[src/rtl/mem_bus_arbiter_pkg.sv]
// Shared types and constants for the IF/MEM memory bus arbiter.
package mem_bus_arbiter_pkg;

  localparam int ADDR_W_DEF = 32;
  localparam int DATA_W_DEF = 32;
  localparam int SEL_W_DEF  = DATA_W_DEF / 8;

  typedef enum logic [1:0] {
    ARB_IDLE   = 2'd0,
    ARB_D_BUSY = 2'd1,
    ARB_I_BUSY = 2'd2
  } arb_state_e;

  localparam logic CHIP_ENABLE   = 1'b1;
  localparam logic CHIP_DISABLE  = 1'b0;
  localparam logic WRITE_ENABLE  = 1'b1;
  localparam logic WRITE_DISABLE = 1'b0;

endpackage

[src/rtl/mem_bus_arbiter_if.sv]
// Bundles the fetch port, data port and external memory port of the arbiter.
interface mem_bus_arbiter_if
  import mem_bus_arbiter_pkg::*;
#(
  parameter int ADDR_W = ADDR_W_DEF,
  parameter int DATA_W = DATA_W_DEF,
  parameter int SEL_W  = DATA_W / 8
);
  logic              ibus_req_i;
  logic [ADDR_W-1:0] ibus_addr_i;
  logic [DATA_W-1:0] ibus_rdata_o;
  logic              ibus_ack_o;
  logic              ibus_stall_o;
  logic              flush_i;

  logic              dbus_req_i;
  logic              dbus_we_i;
  logic [SEL_W-1:0]  dbus_sel_i;
  logic [ADDR_W-1:0] dbus_addr_i;
  logic [DATA_W-1:0] dbus_wdata_i;
  logic [DATA_W-1:0] dbus_rdata_o;
  logic              dbus_ack_o;
  logic              dbus_stall_o;

  logic              mem_ce_o;
  logic              mem_we_o;
  logic [SEL_W-1:0]  mem_sel_o;
  logic [ADDR_W-1:0] mem_addr_o;
  logic [DATA_W-1:0] mem_wdata_o;
  logic [DATA_W-1:0] mem_rdata_i;
  logic              mem_ready_i;

  // Arbiter side.
  modport slave (
    input  ibus_req_i, ibus_addr_i, flush_i,
    output ibus_rdata_o, ibus_ack_o, ibus_stall_o,
    input  dbus_req_i, dbus_we_i, dbus_sel_i, dbus_addr_i, dbus_wdata_i,
    output dbus_rdata_o, dbus_ack_o, dbus_stall_o,
    output mem_ce_o, mem_we_o, mem_sel_o, mem_addr_o, mem_wdata_o,
    input  mem_rdata_i, mem_ready_i
  );

  // Core plus memory side.
  modport master (
    output ibus_req_i, ibus_addr_i, flush_i,
    input  ibus_rdata_o, ibus_ack_o, ibus_stall_o,
    output dbus_req_i, dbus_we_i, dbus_sel_i, dbus_addr_i, dbus_wdata_i,
    input  dbus_rdata_o, dbus_ack_o, dbus_stall_o,
    input  mem_ce_o, mem_we_o, mem_sel_o, mem_addr_o, mem_wdata_o,
    output mem_rdata_i, mem_ready_i
  );
endinterface

[src/rtl/mem_bus_arbiter.sv]
// Shares one single-port memory between instruction fetch and data access.
// Data has fixed priority; a fetch cancelled by flush completes silently.
//
// state      | meaning
// ARB_IDLE   | no access; grant data first, else fetch (unless flushed)
// ARB_D_BUSY | data access on memory, waiting for mem_ready_i
// ARB_I_BUSY | fetch on memory, waiting for mem_ready_i (discard = flushed)
module mem_bus_arbiter
  import mem_bus_arbiter_pkg::*;
#(
  parameter int ADDR_W = ADDR_W_DEF,
  parameter int DATA_W = DATA_W_DEF,
  parameter int SEL_W  = DATA_W / 8
) (
  input  logic               clk,
  input  logic               rst,
  mem_bus_arbiter_if.slave   bus
);

  arb_state_e        state;
  logic              discard;
  logic              ce_q;
  logic              we_q;
  logic [SEL_W-1:0]  sel_q;
  logic [ADDR_W-1:0] addr_q;
  logic [DATA_W-1:0] wdata_q;
  logic [DATA_W-1:0] i_hold;
  logic [DATA_W-1:0] d_hold;
  logic              d_ack;
  logic              i_ack;
  logic              i_discarding;

  // Completion decode: a flushed fetch never acknowledges.
  always_comb begin
    d_ack        = (state == ARB_D_BUSY) && bus.mem_ready_i;
    i_ack        = (state == ARB_I_BUSY) && bus.mem_ready_i && !discard && !bus.flush_i;
    i_discarding = (state == ARB_I_BUSY) && discard;
  end

  assign bus.dbus_ack_o   = d_ack;
  assign bus.ibus_ack_o   = i_ack;
  assign bus.dbus_rdata_o = d_ack ? bus.mem_rdata_i : d_hold;
  assign bus.ibus_rdata_o = i_ack ? bus.mem_rdata_i : i_hold;
  assign bus.dbus_stall_o = bus.dbus_req_i && !d_ack;
  assign bus.ibus_stall_o = bus.ibus_req_i && !i_ack && !bus.flush_i && !i_discarding;

  assign bus.mem_ce_o    = ce_q;
  assign bus.mem_we_o    = we_q;
  assign bus.mem_sel_o   = sel_q;
  assign bus.mem_addr_o  = addr_q;
  assign bus.mem_wdata_o = wdata_q;

  // Arbitration FSM with registered memory-side outputs and read-data holds.
  always_ff @(posedge clk or negedge rst) begin
    if (!rst) begin
      state   <= ARB_IDLE;
      discard <= 1'b0;
      ce_q    <= CHIP_DISABLE;
      we_q    <= WRITE_DISABLE;
      sel_q   <= '0;
      addr_q  <= '0;
      wdata_q <= '0;
      i_hold  <= '0;
      d_hold  <= '0;
    end else begin
      case (state)
        ARB_IDLE: begin
          if (bus.dbus_req_i) begin
            ce_q    <= CHIP_ENABLE;
            we_q    <= bus.dbus_we_i;
            sel_q   <= bus.dbus_sel_i;
            addr_q  <= bus.dbus_addr_i;
            wdata_q <= bus.dbus_wdata_i;
            state   <= ARB_D_BUSY;
          end else if (bus.ibus_req_i && !bus.flush_i) begin
            ce_q    <= CHIP_ENABLE;
            we_q    <= WRITE_DISABLE;
            sel_q   <= '1;
            addr_q  <= bus.ibus_addr_i;
            discard <= 1'b0;
            state   <= ARB_I_BUSY;
          end
        end
        ARB_D_BUSY: begin
          if (bus.mem_ready_i) begin
            d_hold <= bus.mem_rdata_i;
            ce_q   <= CHIP_DISABLE;
            we_q   <= WRITE_DISABLE;
            state  <= ARB_IDLE;
          end
        end
        ARB_I_BUSY: begin
          if (bus.mem_ready_i) begin
            if (!discard && !bus.flush_i) begin
              i_hold <= bus.mem_rdata_i;
            end
            discard <= 1'b0;
            ce_q    <= CHIP_DISABLE;
            we_q    <= WRITE_DISABLE;
            state   <= ARB_IDLE;
          end else if (bus.flush_i) begin
            discard <= 1'b1;
          end
        end
        default: begin
          ce_q  <= CHIP_DISABLE;
          we_q  <= WRITE_DISABLE;
          state <= ARB_IDLE;
        end
      endcase
    end
  end

endmodule

[src/flat_wrapper.sv]
// flat-port wrapper written by rule: the top's interface ports become plain ports
module mem_bus_arbiter_flat import mem_bus_arbiter_pkg::*;
#(
  parameter int ADDR_W = ADDR_W_DEF,
  parameter int DATA_W = DATA_W_DEF,
  parameter int SEL_W  = DATA_W / 8
)
  (clk, rst, bus_ibus_req_i, bus_ibus_addr_i, bus_flush_i, bus_ibus_rdata_o, bus_ibus_ack_o, bus_ibus_stall_o, bus_dbus_req_i, bus_dbus_we_i, bus_dbus_sel_i, bus_dbus_addr_i, bus_dbus_wdata_i, bus_dbus_rdata_o, bus_dbus_ack_o, bus_dbus_stall_o, bus_mem_ce_o, bus_mem_we_o, bus_mem_sel_o, bus_mem_addr_o, bus_mem_wdata_o, bus_mem_rdata_i, bus_mem_ready_i);
  mem_bus_arbiter_if #(.ADDR_W(ADDR_W), .DATA_W(DATA_W), .SEL_W(SEL_W)) bus_i ();
  input  logic clk;
  input  logic rst;
  input wire logic [$bits(bus_i.ibus_req_i)-1:0] bus_ibus_req_i;
  input wire logic [$bits(bus_i.ibus_addr_i)-1:0] bus_ibus_addr_i;
  input wire logic [$bits(bus_i.flush_i)-1:0] bus_flush_i;
  output wire logic [$bits(bus_i.ibus_rdata_o)-1:0] bus_ibus_rdata_o;
  output wire logic [$bits(bus_i.ibus_ack_o)-1:0] bus_ibus_ack_o;
  output wire logic [$bits(bus_i.ibus_stall_o)-1:0] bus_ibus_stall_o;
  input wire logic [$bits(bus_i.dbus_req_i)-1:0] bus_dbus_req_i;
  input wire logic [$bits(bus_i.dbus_we_i)-1:0] bus_dbus_we_i;
  input wire logic [$bits(bus_i.dbus_sel_i)-1:0] bus_dbus_sel_i;
  input wire logic [$bits(bus_i.dbus_addr_i)-1:0] bus_dbus_addr_i;
  input wire logic [$bits(bus_i.dbus_wdata_i)-1:0] bus_dbus_wdata_i;
  output wire logic [$bits(bus_i.dbus_rdata_o)-1:0] bus_dbus_rdata_o;
  output wire logic [$bits(bus_i.dbus_ack_o)-1:0] bus_dbus_ack_o;
  output wire logic [$bits(bus_i.dbus_stall_o)-1:0] bus_dbus_stall_o;
  output wire logic [$bits(bus_i.mem_ce_o)-1:0] bus_mem_ce_o;
  output wire logic [$bits(bus_i.mem_we_o)-1:0] bus_mem_we_o;
  output wire logic [$bits(bus_i.mem_sel_o)-1:0] bus_mem_sel_o;
  output wire logic [$bits(bus_i.mem_addr_o)-1:0] bus_mem_addr_o;
  output wire logic [$bits(bus_i.mem_wdata_o)-1:0] bus_mem_wdata_o;
  input wire logic [$bits(bus_i.mem_rdata_i)-1:0] bus_mem_rdata_i;
  input wire logic [$bits(bus_i.mem_ready_i)-1:0] bus_mem_ready_i;
  assign bus_i.ibus_req_i = bus_ibus_req_i;
  assign bus_i.ibus_addr_i = bus_ibus_addr_i;
  assign bus_i.flush_i = bus_flush_i;
  assign bus_ibus_rdata_o = bus_i.ibus_rdata_o;
  assign bus_ibus_ack_o = bus_i.ibus_ack_o;
  assign bus_ibus_stall_o = bus_i.ibus_stall_o;
  assign bus_i.dbus_req_i = bus_dbus_req_i;
  assign bus_i.dbus_we_i = bus_dbus_we_i;
  assign bus_i.dbus_sel_i = bus_dbus_sel_i;
  assign bus_i.dbus_addr_i = bus_dbus_addr_i;
  assign bus_i.dbus_wdata_i = bus_dbus_wdata_i;
  assign bus_dbus_rdata_o = bus_i.dbus_rdata_o;
  assign bus_dbus_ack_o = bus_i.dbus_ack_o;
  assign bus_dbus_stall_o = bus_i.dbus_stall_o;
  assign bus_mem_ce_o = bus_i.mem_ce_o;
  assign bus_mem_we_o = bus_i.mem_we_o;
  assign bus_mem_sel_o = bus_i.mem_sel_o;
  assign bus_mem_addr_o = bus_i.mem_addr_o;
  assign bus_mem_wdata_o = bus_i.mem_wdata_o;
  assign bus_i.mem_rdata_i = bus_mem_rdata_i;
  assign bus_i.mem_ready_i = bus_mem_ready_i;
  mem_bus_arbiter #(.ADDR_W(ADDR_W), .DATA_W(DATA_W), .SEL_W(SEL_W)) u_core (.clk(clk), .rst(rst), .bus(bus_i));
endmodule
[config.mk]
export PLATFORM = sky130hd
export DESIGN_NAME = mem_bus_arbiter_flat
export DESIGN_NICKNAME = d
export VERILOG_FILES = /design/src/rtl/mem_bus_arbiter_pkg.sv /design/src/rtl/mem_bus_arbiter_if.sv /design/src/rtl/mem_bus_arbiter.sv /design/src/flat_wrapper.sv
export SDC_FILE = /design/constraint.sdc
export NUM_CORES = 1
export LEC_CHECK = 0
export ABC_AREA = 1
export CAP_MARGIN = 20
export CORE_UTILIZATION = 41
export CTS_BUF_LIST = sky130_fd_sc_hd__clkbuf_8 sky130_fd_sc_hd__clkbuf_16
export CTS_CLUSTER_SIZE = 20
export DETAILED_ROUTE_END_ITERATION = 6
export GPL_TIMING_DRIVEN = 0
export HOLD_SLACK_MARGIN = 0.08
export PLACE_DENSITY = 0.85
export RECOVER_POWER = 100
export SYNTH_ARGS = -nofsm -noshare
export SYNTH_HDL_FRONTEND = slang
export SYNTH_SLANG_ARGS = --single-unit
export TNS_END_PERCENT = 1
[constraint.sdc]
create_clock -name clk -period 1.8 [get_ports clk]
set_input_delay 0.36 -clock clk [delete_from_list [all_inputs] [get_ports clk]]
set_output_delay 0.36 -clock clk [all_outputs]
set_load 0.005 [all_outputs]
==> out/results.txt <==
CP Capture Type: output pin
met3 Use GR: 6.95%
period utilization: 131%
PwrDens: 1510 nW/um2
Seq/Total Area, Yosys: 58.9%
max-cap violation count: 0
Remaining DRCs: 0
busiest grt layer: met2
cells along the critical path: inv_2, ha_4, nand2_2, nor2_2, nand2_2, buf_12, buf_6, buf_12, nand2_2, o21ai_2, buf_2
Crit path max-delay family: buffers and inverters
area share of xor/xnor cells in the synthesized design: 0%
fin. max-slew vios: 0
grt met2 use: 43.1%
max incr delay on CP: 0.41 ns
via count: 5927
Util after Layout: 73.2%
Rows: 43
CP required: 1.44 ns
CTS clock-pin slew for the worst setup and hold paths: 0.05 ns
failing checks: setup timing
CP Data Arrival Time: 2.01 ns
post-synth top area share: 58.9%
Synth Area in Compound Gates: 12.7%
nature of the critical path startpoint: flop
post-route setup slack: -0.566 ns
Clock Tree Root: clkbuf_16
Crit Path Max Fanout: 10
Max VDD drop: 1.00 mV
die height: 121 um
Area growth, synth to finish: 74.5%
Buffers & Inverters on Critical Path: 5
final count of hold timing violations: 0
min-delay src: bus_dbus_req_i
num ports: 277
syn avg cell area: 8.90 um2
CTS max path bufs: 2
Syn Inst Count: 654
CTS Buf Count: 17
mux share of post-synthesis cell area: 0%
largest cells by area after synthesis: dfrtp_1, nand2_1, o21ai_0
R2R setup slack: -0.55 ns
Setup CP Type: flop to output pin
GRT Residual Overflow: 0
DIE AREA: 14700 um2
initial antenna violation count: 0
Worst R2R Path Depth: 15
initial drt markers: 333
Core ar.: 13900 um2
Slew HR: 24.4%
Hold Crit Class: primary input to flop
Detailed Routing Iterations Pass 1: 4
clk_lat worst skew: 0.42 ns
Max Freq: 423 MHz
Syn Nets: 796
most frequent CP cell: nand2_2
synth warn: 0
FILL cells: 989
status: finished with violations
mapped cell area: 5820 um2
RSZ-0062 raised after global routing: true
Critical Path Stages: 11
Post-DP HPWL: 13.2 mm
fin nets: 1127
Die Wd: 121 um
RePlAce Congestion: 0.832
M1 GR Usage: 31.2%
fraction of layout cells with a size suffix above 1: 30.0%
hold path depth: 3
hold slack final: 0.360 ns
simple-gate share of the synthesized area: 21.6%
min Tclk post-route: 2.37 ns
DRT antenna net count: 0
global-route wire length before repair: 29.6 mm
ANT cells: 0
adder-cell area share of the yosys netlist: 0.645%
setup violators final: 141
critical-path cell with the highest stage delay: dfrtp_1
GRT Util Overall: 26.6%
largest net degree at the start of global routing: 88
port bufs: 275
Starting Density: 42.0%
Post-Route WL: 19.6 mm
clk sinks: 137
Tightest Pin Transition: 1.13 ns
RR Startpoint: u_core.state[0]
Leak: 4.89 nW
post-synth top area cell: dfrtp_1
Netlist cell types: 20
largest family of logic cells by synthesized area: simple AND/OR/NAND/NOR gates
detailed-route wire length per cell: 16.7 um
Via density: 5.04
Worst Skew: 0.00927 ns
Worst Setup SP: u_core.state[0]
H-tree lvl count: 4
flops & latches, synth: 137
CTS tree: built
vias in the first global route: 5944
## state kept, by name (all words and copies together) (netlist names)
register	count
u_core.bus.mem_addr_o	32
u_core.bus.mem_wdata_o	32
u_core.d_hold	32
u_core.i_hold	32
u_core.bus.mem_sel_o	4
u_core.state	2
u_core.bus.mem_ce_o	1
u_core.bus.mem_we_o	1
u_core.discard	1
## cell type report
class	count	area (um2)	area share, %
Sequential cell	137	3430	33.7
Timing Repair Buffer	314	2880	28.4
Multi-Input combinational cell	433	2490	24.5
Clock buffer	20	467	4.59
Buffer	38	420	4.14
Tap cell	180	225	2.22
Inverter	44	168	1.65
Clock inverter	10	80.1	0.788
## worst reg2reg max path: stages, from the launching register on
cell      delay (ns)
dfrtp_1         0.39
inv_2           0.07
buf_4           0.13
buf_4           0.12
buf_4           0.12
buf_4           0.12
buf_4           0.12
buf_4           0.12
buf_4           0.12
buf_4           0.13
ha_4            0.18
nand3_4         0.15
nand2_8         0.10
buf_6           0.16
o211ai_1        0.10
nand2_1         0.08
## cell usage in the layout (no fill, tap or decap), types with 4 or more instances in the layout
cell type / netlist / layout
buf_4: 2 / 23
inv_1: 42 / 40
dfrtp_1: 137 / 137
buf_12: 0 / 6
o21ai_2: 0 / 47
nand2_1: 209 / 172
clkbuf_2: 0 / 9
o21ai_4: 0 / 5
clkdlybuf4s50_1: 0 / 206
o21ai_1: 7 / 17
clkbuf_16: 0 / 21
clkdlybuf4s15_2: 0 / 7
nand3_1: 35 / 35
inv_2: 2 / 5
o21ai_0: 91 / 29
nand2_2: 3 / 26
o211ai_1: 32 / 32
clkbuf_8: 0 / 5
buf_6: 3 / 24
buf_2: 12 / 57
nand2_4: 0 / 12
or2_2: 30 / 30
nor2_1: 18 / 17
clkbuf_1: 19 / 8
clkinv_2: 0 / 4
## synthesized netlist by cell type
cell type / n
or2_2: 30
o21ai_0: 91
clkbuf_1: 19
or2_1: 2
buf_1: 4
buf_2: 12
inv_1: 42
ha_1: 3
nand3_2: 1
nand2_1: 209
nand3_1: 35
o21ai_1: 7
o211ai_1: 32
nand2_2: 3
nor2_1: 18
inv_2: 2
buf_6: 3
dfrtp_1: 137
buf_4: 2
a21oi_1: 2
## final timing paths
kind,endpoint
setup / recovery,bus_ibus_rdata_o[15]
hold / removal,u_core.bus.mem_addr_o[31]
setup reg to reg,u_core.bus.mem_addr_o[25]
hold reg to reg,u_core.d_hold[20]
max in group asynchronous,u_core.state[0]
min in group asynchronous,u_core.d_hold[26]
## what timing repair did
action	4_1_cts	5_1_grt
pin swaps	6	7
buffers inserted	30	6
gates resized for setup	445	87
hold buffers	1	0
cloned	1	0
setup endpoints to repair	68	148
hold endpoints to repair	50	0
## per-layer routing
metal,up-vias,share of wire [%]
met1,2835,40
met2,238,50
li1,2785,-
met3,69,5.9
met4,0,4.8
met5,-,0
## report_power, final
group          switching (W)  internal (W)
clock network        0.00125       0.00197
logic                0.00315       0.00374
registers           0.000721       0.00450
total                0.00512        0.0102
## stage by stage
step	setup slack, ns	total power (W)	area (um2)	std cells	TNS [ns]
global route	-0.648	0.0162	10200	1176	-91.11
CTS	-0.615	0.0150	9940	1171	-64.98
global placement	-5.08	0.0112	8800	1109	-754.27
floorplan	0.105	0.00729	5820	654	0
finish	-0.566	0.0153	10200	1176	-64.19
detailed placement	-1.00	0.0114	8830	1110	-62.18
## logic make-up after synthesis
kind of cell / count (synthesis)
AND/OR/NAND/NOR: 298
AO/OA/AOI/OAI: 132
adder cells (fa/ha/maj): 3
buffers and inverters: 84
flip-flops: 137
No activity file was read; power rests on OpenSTA's default activity.
